==> src/rtl/color_select_ctrl.sv <==
// rtl/color_select_ctrl.sv - debounced next/prev keys cycling a 2-bit highlight select, committed on VSYNC fall
module color_select_ctrl #(
    parameter int DEBOUNCE_CYCLES = 500000,
    parameter int CNT_W           = 20
) (
    input  logic       i_clk,
    input  logic       i_rst_n,
    input  logic       i_key_next_n,
    input  logic       i_key_prev_n,
    input  logic       i_vga_vs_n,
    output logic [1:0] o_ctrl,
    output logic       o_pending,
    output logic       o_key_evt
);

    localparam logic [1:0] SEL_RED   = 2'b00;
    localparam logic [1:0] SEL_GREEN = 2'b01;
    localparam logic [1:0] SEL_BLUE  = 2'b10;
    localparam logic [1:0] SEL_BAD   = 2'b11;

    localparam logic [CNT_W-1:0] LP_CNT_MAX = CNT_W'(DEBOUNCE_CYCLES - 1);

    if (DEBOUNCE_CYCLES < 2 || DEBOUNCE_CYCLES > (2**CNT_W) - 1) begin : g_bad_param
        $error("color_select_ctrl: DEBOUNCE_CYCLES must be in 2 .. 2**CNT_W-1");
    end

    // Bit 0 carries the next key, bit 1 the prev key.
    logic [1:0] w_key_raw;
    logic [1:0] r_sync1;
    logic [1:0] r_sync2;
    logic [1:0] r_stable;
    logic [1:0] r_stable_d;
    logic [1:0] w_press;

    assign w_key_raw = {i_key_prev_n, i_key_next_n};

    always_ff @(posedge i_clk or negedge i_rst_n) begin
        if (!i_rst_n) begin
            r_sync1    <= 2'b11;
            r_sync2    <= 2'b11;
            r_stable_d <= 2'b11;
        end else begin
            r_sync1    <= w_key_raw;
            r_sync2    <= r_sync1;
            r_stable_d <= r_stable;
        end
    end

    for (genvar k = 0; k < 2; k++) begin : g_debounce
        logic [CNT_W-1:0] r_cnt;

        // Any return to the stable level restarts the qualification window.
        always_ff @(posedge i_clk or negedge i_rst_n) begin
            if (!i_rst_n) begin
                r_cnt       <= '0;
                r_stable[k] <= 1'b1;
            end else if (r_sync2[k] == r_stable[k]) begin
                r_cnt <= '0;
            end else if (r_cnt == LP_CNT_MAX) begin
                r_stable[k] <= r_sync2[k];
                r_cnt       <= '0;
            end else begin
                r_cnt <= r_cnt + CNT_W'(1);
            end
        end
    end

    assign w_press = r_stable_d & ~r_stable;

    logic       r_vs_q;
    logic [1:0] r_next_sel;
    logic [1:0] r_ctrl;
    logic       r_pending;
    logic       r_key_evt;
    logic       w_fall;
    logic [1:0] w_sel_clean;
    logic [1:0] w_ctrl_clean;
    logic [1:0] w_next_sel_d;
    logic [1:0] w_ctrl_d;

    assign w_fall = r_vs_q & ~i_vga_vs_n;

    always_comb begin
        w_sel_clean  = (r_next_sel == SEL_BAD) ? SEL_RED : r_next_sel;
        w_ctrl_clean = (r_ctrl == SEL_BAD) ? SEL_RED : r_ctrl;
        w_next_sel_d = w_sel_clean;
        case (w_press)
            2'b01: begin
                case (w_sel_clean)
                    SEL_RED:   w_next_sel_d = SEL_GREEN;
                    SEL_GREEN: w_next_sel_d = SEL_BLUE;
                    default:   w_next_sel_d = SEL_RED;
                endcase
            end
            2'b10: begin
                case (w_sel_clean)
                    SEL_RED:  w_next_sel_d = SEL_BLUE;
                    SEL_BLUE: w_next_sel_d = SEL_GREEN;
                    default:  w_next_sel_d = SEL_RED;
                endcase
            end
            default: w_next_sel_d = w_sel_clean;
        endcase
        // The commit takes the selection held before this edge, so a coinciding press stays queued.
        w_ctrl_d = w_fall ? w_sel_clean : w_ctrl_clean;
    end

    always_ff @(posedge i_clk or negedge i_rst_n) begin
        if (!i_rst_n) begin
            r_vs_q     <= 1'b1;
            r_next_sel <= SEL_RED;
            r_ctrl     <= SEL_RED;
            r_pending  <= 1'b0;
            r_key_evt  <= 1'b0;
        end else begin
            r_vs_q     <= i_vga_vs_n;
            r_next_sel <= w_next_sel_d;
            r_ctrl     <= w_ctrl_d;
            r_pending  <= (w_next_sel_d != w_ctrl_d);
            r_key_evt  <= |w_press;
        end
    end

    assign o_ctrl    = r_ctrl;
    assign o_pending = r_pending;
    assign o_key_evt = r_key_evt;

endmodule

==> config.mk <==
export PLATFORM = sky130hd
export DESIGN_NAME = color_select_ctrl
export DESIGN_NICKNAME = d
export VERILOG_FILES = /design/src/rtl/color_select_ctrl.sv
export SDC_FILE = /design/constraint.sdc
export NUM_CORES = 1
export LEC_CHECK = 0
export BUFFER_PORTS_ARGS = -buffer_cell sky130_fd_sc_hd__buf_2
export CAP_MARGIN = 10
export CORE_ASPECT_RATIO = 0.5
export CORE_UTILIZATION = 55
export CTS_CLUSTER_DIAMETER = 40
export DETAILED_ROUTE_END_ITERATION = 7
export GPL_ROUTABILITY_DRIVEN = 0
export PLACE_DENSITY = 0.77
export RECOVER_POWER = 100
export SYNTH_ARGS = -nofsm -noshare
export SYNTH_HDL_FRONTEND = slang
export SYNTH_SLANG_ARGS = --single-unit
export TNS_END_PERCENT = 20
==> constraint.sdc <==
create_clock -name i_clk -period 1.8 [get_ports i_clk]
set_input_delay 0.36 -clock i_clk [delete_from_list [all_inputs] [get_ports i_clk]]
set_output_delay 0.36 -clock i_clk [all_outputs]
set_load 0.01 [all_outputs]
## Word level (Yosys, flattened, before mapping)

Cells that the tools add are included.
W data, S select, Z words.

- Add/sub/neg operators: 2
- Reductions and logical operators: 4
- Eq/ne operators: 11
- Bitwise operators: 6
- Multiplexer cells: 10

Operators with widths:

| kind | count |
|---|---|
| $mux W20 | 4 |
| $add A20 B1 Y20 const B | 2 |
| $eq A20 B19 Y1 const B | 2 |
| $pmux W2 S2 | 3 |
| $eq A2 B2 Y1 const B | 4 |
| $mux W2 | 3 |
| $eq A2 B1 Y1 const B | 2 |
| $reduce_and A2 Y1 | 2 |
| $not A1 Y1 | 3 |
| $and A2 B2 Y2 | 1 |
| $eq A1 B1 Y1 | 2 |
| $logic_not A2 Y1 | 1 |
| $ne A2 B2 Y1 | 1 |
| $not A2 Y2 | 1 |
| $reduce_or A2 Y1 | 1 |
| $and A1 B1 Y1 | 1 |

- Register bits: 55
- Input port bits: 5

## Logic depth before layout (Yosys ltp)

- Depth in word-level cells: 6
- Depth in mapped cells: 7
- Depth with buffers taken out: 7

## Least setup slack after synthesis

Ideal clock, no wire load.

- Path type: reg2reg
- From: register g_debounce[0].r_cnt[0]
- To: register g_debounce[0].r_cnt[16]
- Path buffers: 0
- Cell stages (with the launch flop): 6
- Clock period less this slack: 1789 ps
- Arrival time: 1652 ps
- Path slack: 11 ps
- Library setup time: 137 ps
- Path through: dfrtp_1 > ha_1 > nand3_1 > or4_2 > o21ai_0 > a21oi_1

- Longest elaborated chain between the ends: 3
- Elaborated cells on any way between the ends: 4
- Classes of those cells: add/sub (1); eq/ne (1); mux (2)

RTL lines:

| item | RTL line | RTL |
|---|---|---|
| from (decl) | 50 | `logic [CNT_W-1:0] r_cnt;` |
| from (signal assigned) | 63 | `r_cnt <= r_cnt + CNT_W'(1);` |
| $add A20 B1 Y20 or $eq A20 B19 Y1 (tied branches) | 63, 59 |  |
| $mux W20 (*) | 59 | `end else if (r_cnt == LP_CNT_MAX) begin` |
| $mux W20 (*) | 57 | `end else if (r_sync2[k] == r_stable[k]) begin` |

Mark *: on every way between the ends. The rest lies on a longest branch, timed or not.
A chain may end at the register's enable or synchronous reset.

## Final worst setup path

- From: register g_debounce[0].r_cnt[1]
- To: register g_debounce[0].r_cnt[16]

Same word-level chain as after synthesis.

==> results.rst <==
.. list-table::
   :header-rows: 1

   * - Metric
     - Value
   * - Top-area cell type share of the netlist area
     - 0.4379
   * - Multiplexer area fraction after synthesis
     - 0.01713
   * - Total number of clock tree sinks
     - 55
   * - Final worst clock skew
     - 0.003715 ns
   * - Total track usage
     - 0.2193
   * - Max capacitance violation total
     - 0
   * - Critical Setup Path Class
     - reg2reg
   * - GRT Residual Overflow
     - 0
   * - Die footprint
     - 0.005077 mm²
   * - Number of nets in the final layout
     - 297
   * - Via total after detailed routing
     - 1889
   * - Level count of the clock H-tree
     - 2
   * - Clock latency on the worst-skew pair
     - 0.30 ns
   * - Drt first pass iters
     - 4
   * - Largest area contributor in the synthesized netlist
     - sky130_fd_sc_hd__dfrtp_1
   * - Buffers on Ports
     - 8
   * - Floorplan die width
     - approximately 100 µm
   * - Relative area change from synthesis to final layout
     - 16.04%
   * - Timing-limited maximum frequency
     - ~560 MHz
   * - Complex-gate fraction of the synthesized area
     - 0.04617
   * - Post-route antenna net violation count
     - 0
   * - Initial core utilization
     - 0.5857
   * - Core Footprint
     - 0.004488 mm²
   * - Row count
     - 17
   * - Global-route wire length before repair
     - 8625 µm
   * - Residual DRC count
     - 0
   * - Maximum number of pins on one net before global-route repair
     - 56
   * - Endpoints failing hold
     - 0
   * - Maximum VDD drop
     - 405.2 µV
   * - Worst path setup slack after routing
     - 0.009621 ns
   * - Path type of the worst min-delay path
     - in2reg
   * - Transition time at the pin with the least slew margin
     - roughly 1.3 ns
   * - Total routed wirelength
     - 4861 µm
   * - CP Capture Type
     - flip-flop
   * - Total design power
     - 2.297 mW
   * - Fraction of the yosys area taken by sequential cells
     - 0.5278
   * - Setup repair after global routing missed its margin
     - true
   * - Register area
     - 0.001390 mm²
   * - Number of global-route vias before repair
     - approximately 1.9k
   * - Height of the die
     - roughly 51 µm
   * - Diodes inserted
     - 0
   * - Detailed-placement wirelength estimate
     - 3403 µm
   * - Gate count after technology mapping
     - between 200 and 300
   * - Run status
     - finished clean
   * - Post-synthesis xor/xnor area fraction
     - 0.1099
   * - Number of register bits inferred by synthesis
     - 55
   * - Number of library cell types mapped by synthesis
     - 36
   * - Layout cell share with drive strength beyond 1
     - 0.2028
   * - Clock buffer depth
     - 2
   * - CTS Root Buffer Type
     - sky130_fd_sc_hd__clkbuf_8
   * - Min Clock Period, post-route
     - 1.790 ns
   * - Via count normalized by instance count
     - 5.366
   * - CP required
     - 1.99 ns
   * - Total count of max-transition violations in the final report
     - 0
   * - CTS tree
     - built
   * - Slew Limit Headroom
     - 0.1507
   * - Layout filler cell count
     - roughly 320
   * - Peak fanout along the critical path
     - 3
   * - Static leakage
     - about 1.3 nW
   * - Startpoint Class
     - flip-flop
   * - Final clock period utilization by the worst path
     - 0.9947
   * - Clock transition time at the flip-flop clock pins of the worst setup and hold paths
     - 0.09 ns
   * - Syn Std Cell Area
     - 0.002629 mm²
   * - Combinational family with the most area after synthesis
     - simple AND/OR/NAND/NOR gates
   * - Area share of fa/ha/maj cells after synthesis
     - 0.03332
   * - Avg Synthesized Cell Area
     - slightly above 10 µm²
   * - Number of antenna violations at the first check in global routing
     - 0
   * - Final Setup Violations
     - 0
   * - 1st-iter DRT viols
     - 60
   * - Power Density
     - about 750 mW/mm²
   * - Syn_nets
     - between 200 and 300
   * - Top-Level Pins
     - 9
   * - Routed wire length per instance
     - 13.81 µm
   * - Simple-gate share of the synthesized area
     - 0.2404
   * - Leading post-synthesis cells by cell area
     - sky130_fd_sc_hd__dfrtp_1, sky130_fd_sc_hd__dfstp_2, sky130_fd_sc_hd__xnor2_1
   * - Placement-stage worst setup slack
     - around 0.015 ns
   * - Number of buffers inserted by hold repair at cts
     - 0
   * - Worst endpoint data arrival time
     - 1.98 ns
   * - Ys Warns
     - 0
   * - Area occupied by multi-input gates
     - about 0.0012 mm²
   * - Total clock buffers created by CTS
     - 5
cell usage in the layout (no fill, tap or decap), types with 2 or more instances in the layout:
master | synthesis | routed
sky130_fd_sc_hd__dfrtp_1 | 46 | 44
sky130_fd_sc_hd__nor2_1 | 38 | 38
sky130_fd_sc_hd__xnor2_1 | 23 | 23
sky130_fd_sc_hd__buf_4 | 0 | 21
sky130_fd_sc_hd__nand2_1 | 14 | 14
sky130_fd_sc_hd__inv_1 | 12 | 12
sky130_fd_sc_hd__nand3_1 | 11 | 11
sky130_fd_sc_hd__nand4_1 | 10 | 10
sky130_fd_sc_hd__nor4_1 | 10 | 10
sky130_fd_sc_hd__xor2_1 | 10 | 10
sky130_fd_sc_hd__dfstp_2 | 9 | 9
sky130_fd_sc_hd__a21oi_1 | 9 | 8
sky130_fd_sc_hd__nor3_1 | 6 | 6
sky130_fd_sc_hd__ha_1 | 7 | 5
sky130_fd_sc_hd__clkbuf_8 | 0 | 5
sky130_fd_sc_hd__clkbuf_1 | 3 | 5
sky130_fd_sc_hd__nand2b_1 | 4 | 4
sky130_fd_sc_hd__buf_2 | 2 | 4
sky130_fd_sc_hd__o31ai_1 | 3 | 3
sky130_fd_sc_hd__and3_1 | 2 | 2
sky130_fd_sc_hd__o21ai_1 | 0 | 2
sky130_fd_sc_hd__nand4b_1 | 2 | 2
sky130_fd_sc_hd__nor4b_1 | 2 | 2
sky130_fd_sc_hd__or4_4 | 1 | 2
sky130_fd_sc_hd__o21ai_0 | 4 | 2
sky130_fd_sc_hd__or3_1 | 4 | 2
sky130_fd_sc_hd__and4_1 | 2 | 2
sky130_fd_sc_hd__or3_4 | 0 | 2
sky130_fd_sc_hd__or4_1 | 3 | 2
sky130_fd_sc_hd__nor2b_1 | 2 | 2
sky130_fd_sc_hd__mux2_1 | 0 | 2
sky130_fd_sc_hd__mux2_2 | 4 | 2
sky130_fd_sc_hd__ha_2 | 0 | 2
sky130_fd_sc_hd__bufinv_16 | 0 | 2
sky130_fd_sc_hd__dfrtp_2 | 0 | 2
routing by layer:
metal | track usage | vias up | wire [µm]
met5 | 0 | - | 0
met4 | 0.06863 | 0 | 50
met3 | 0.04651 | 7 | 122
met2 | 0.3713 | 16 | 2420
met1 | 0.2879 | 924 | 2268
li1 | - | 942 | -
area by class of cell:
cell class                 instances  area share
multi-input combinational        181      0.3942
tap                               66     0.02707
clock buffer                       6     0.02379
timing repair buffer              30     0.06481
sequential                        55      0.4557
inverter                          12     0.01477
clock inverter                     2     0.01969
what timing repair did:
item,CTS,global route
endpoints found under the setup margin,0,8
hold endpoints to repair,0,0
buffers inserted,0,4
resized for setup,0,11
logic make-up (layout without fill, tap and decap cells):
family | count (synthesis) | count (layout)
DFF | 55 | 55
buffers and inverters | 17 | 50
adders and majority gates | 7 | 7
and+or+nand+nor | 117 | 117
xor gates and xnor gates | 33 | 33
AOI/OAI and AO/OA | 20 | 20
muxes | 4 | 4
flip-flops by register name, indices dropped and copies added (netlist names), 2 cells and up:
register and cells:
r_sync1 2, r_next_sel 2, g_debounce.r_cnt 40, r_sync2 2
r_stable_d 2, o_ctrl 2, r_stable 2
critical path: stages, from the launching register on:
cell and delay [ns]:
sky130_fd_sc_hd__dfrtp_1 0.38, sky130_fd_sc_hd__ha_2 0.21, sky130_fd_sc_hd__nand3_1 0.12, sky130_fd_sc_hd__or4_2 0.73
sky130_fd_sc_hd__o21ai_1 0.15, sky130_fd_sc_hd__a21oi_1 0.08
per-stage QoR:
step | cells | hold slack [ns] | TNS, ns | utilization | instance area, µm²
global placement | 340 | 0.3454 | 0 | 0.6412 | 2878
finish | 352 | 0.1469 | 0 | 0.6797 | 3050
CTS | 348 | 0.04944 | 0 | 0.6708 | 3010
floorplan | 253 | 0.06441 | 0 | - | 2629
detailed placement | 340 | 0.3475 | 0 | 0.6412 | 2878
global route | 352 | 0.1273 | -0.1065 | 0.6797 | 3050
report_power, final:
| part | switching [mW] | internal (mW) | total [mW] |
|---|---|---|---|
| Sequential | 0.0151 | 1.26 | 1.27 |
| Combinational | 0.0535 | 0.0302 | 0.0837 |
| Clock | 0.386 | 0.556 | 0.942 |
| Total | 0.454 | 1.84 | 2.30 |
path summary, 6_finish.rpt:
kind	startpoint	to	slack, ns	cells past startpoint
setup / recovery	g_debounce[0].r_cnt[1]$_DFF_PN0_	g_debounce[0].r_cnt[16]$_DFF_PN0_	0.01	5
hold / removal	i_key_next_n	r_sync1[0]$_DFF_PN1_	0.15	1
setup reg to reg	g_debounce[0].r_cnt[1]$_DFF_PN0_	g_debounce[0].r_cnt[16]$_DFF_PN0_	0.01	5
hold reg to reg	r_sync1[1]$_DFF_PN1_	r_sync2[1]$_DFF_PN1_	0.36	0
max in group asynchronous	i_rst_n	g_debounce[1].r_cnt[5]$_DFF_PN0_	0.53	2
min in group asynchronous	i_rst_n	g_debounce[0].r_cnt[8]$_DFF_PN0_	0.40	2
synthesized netlist by cell type:
library cell	instances
sky130_fd_sc_hd__dfrtp_1	46
sky130_fd_sc_hd__nor2_1	38
sky130_fd_sc_hd__xnor2_1	23
sky130_fd_sc_hd__nand2_1	14
sky130_fd_sc_hd__inv_1	12
sky130_fd_sc_hd__nand3_1	11
sky130_fd_sc_hd__nand4_1	10
sky130_fd_sc_hd__nor4_1	10
sky130_fd_sc_hd__xor2_1	10
sky130_fd_sc_hd__a21oi_1	9
sky130_fd_sc_hd__dfstp_2	9
sky130_fd_sc_hd__ha_1	7
sky130_fd_sc_hd__nor3_1	6
sky130_fd_sc_hd__mux2_2	4
sky130_fd_sc_hd__nand2b_1	4
sky130_fd_sc_hd__o21ai_0	4
sky130_fd_sc_hd__or3_1	4
sky130_fd_sc_hd__clkbuf_1	3
sky130_fd_sc_hd__o31ai_1	3
sky130_fd_sc_hd__or4_1	3
sky130_fd_sc_hd__a22oi_1	2
sky130_fd_sc_hd__and3_1	2
sky130_fd_sc_hd__and4_1	2
sky130_fd_sc_hd__buf_2	2
sky130_fd_sc_hd__nand4b_1	2
sky130_fd_sc_hd__nor2b_1	2
sky130_fd_sc_hd__nor4b_1	2
sky130_fd_sc_hd__a41o_1	1
sky130_fd_sc_hd__and2_1	1
sky130_fd_sc_hd__nand4_2	1
sky130_fd_sc_hd__nand4_4	1
sky130_fd_sc_hd__nor4bb_1	1
sky130_fd_sc_hd__o21ai_2	1
sky130_fd_sc_hd__or2_0	1
sky130_fd_sc_hd__or4_2	1
sky130_fd_sc_hd__or4_4	1
(Power assumes the default switching activity.)
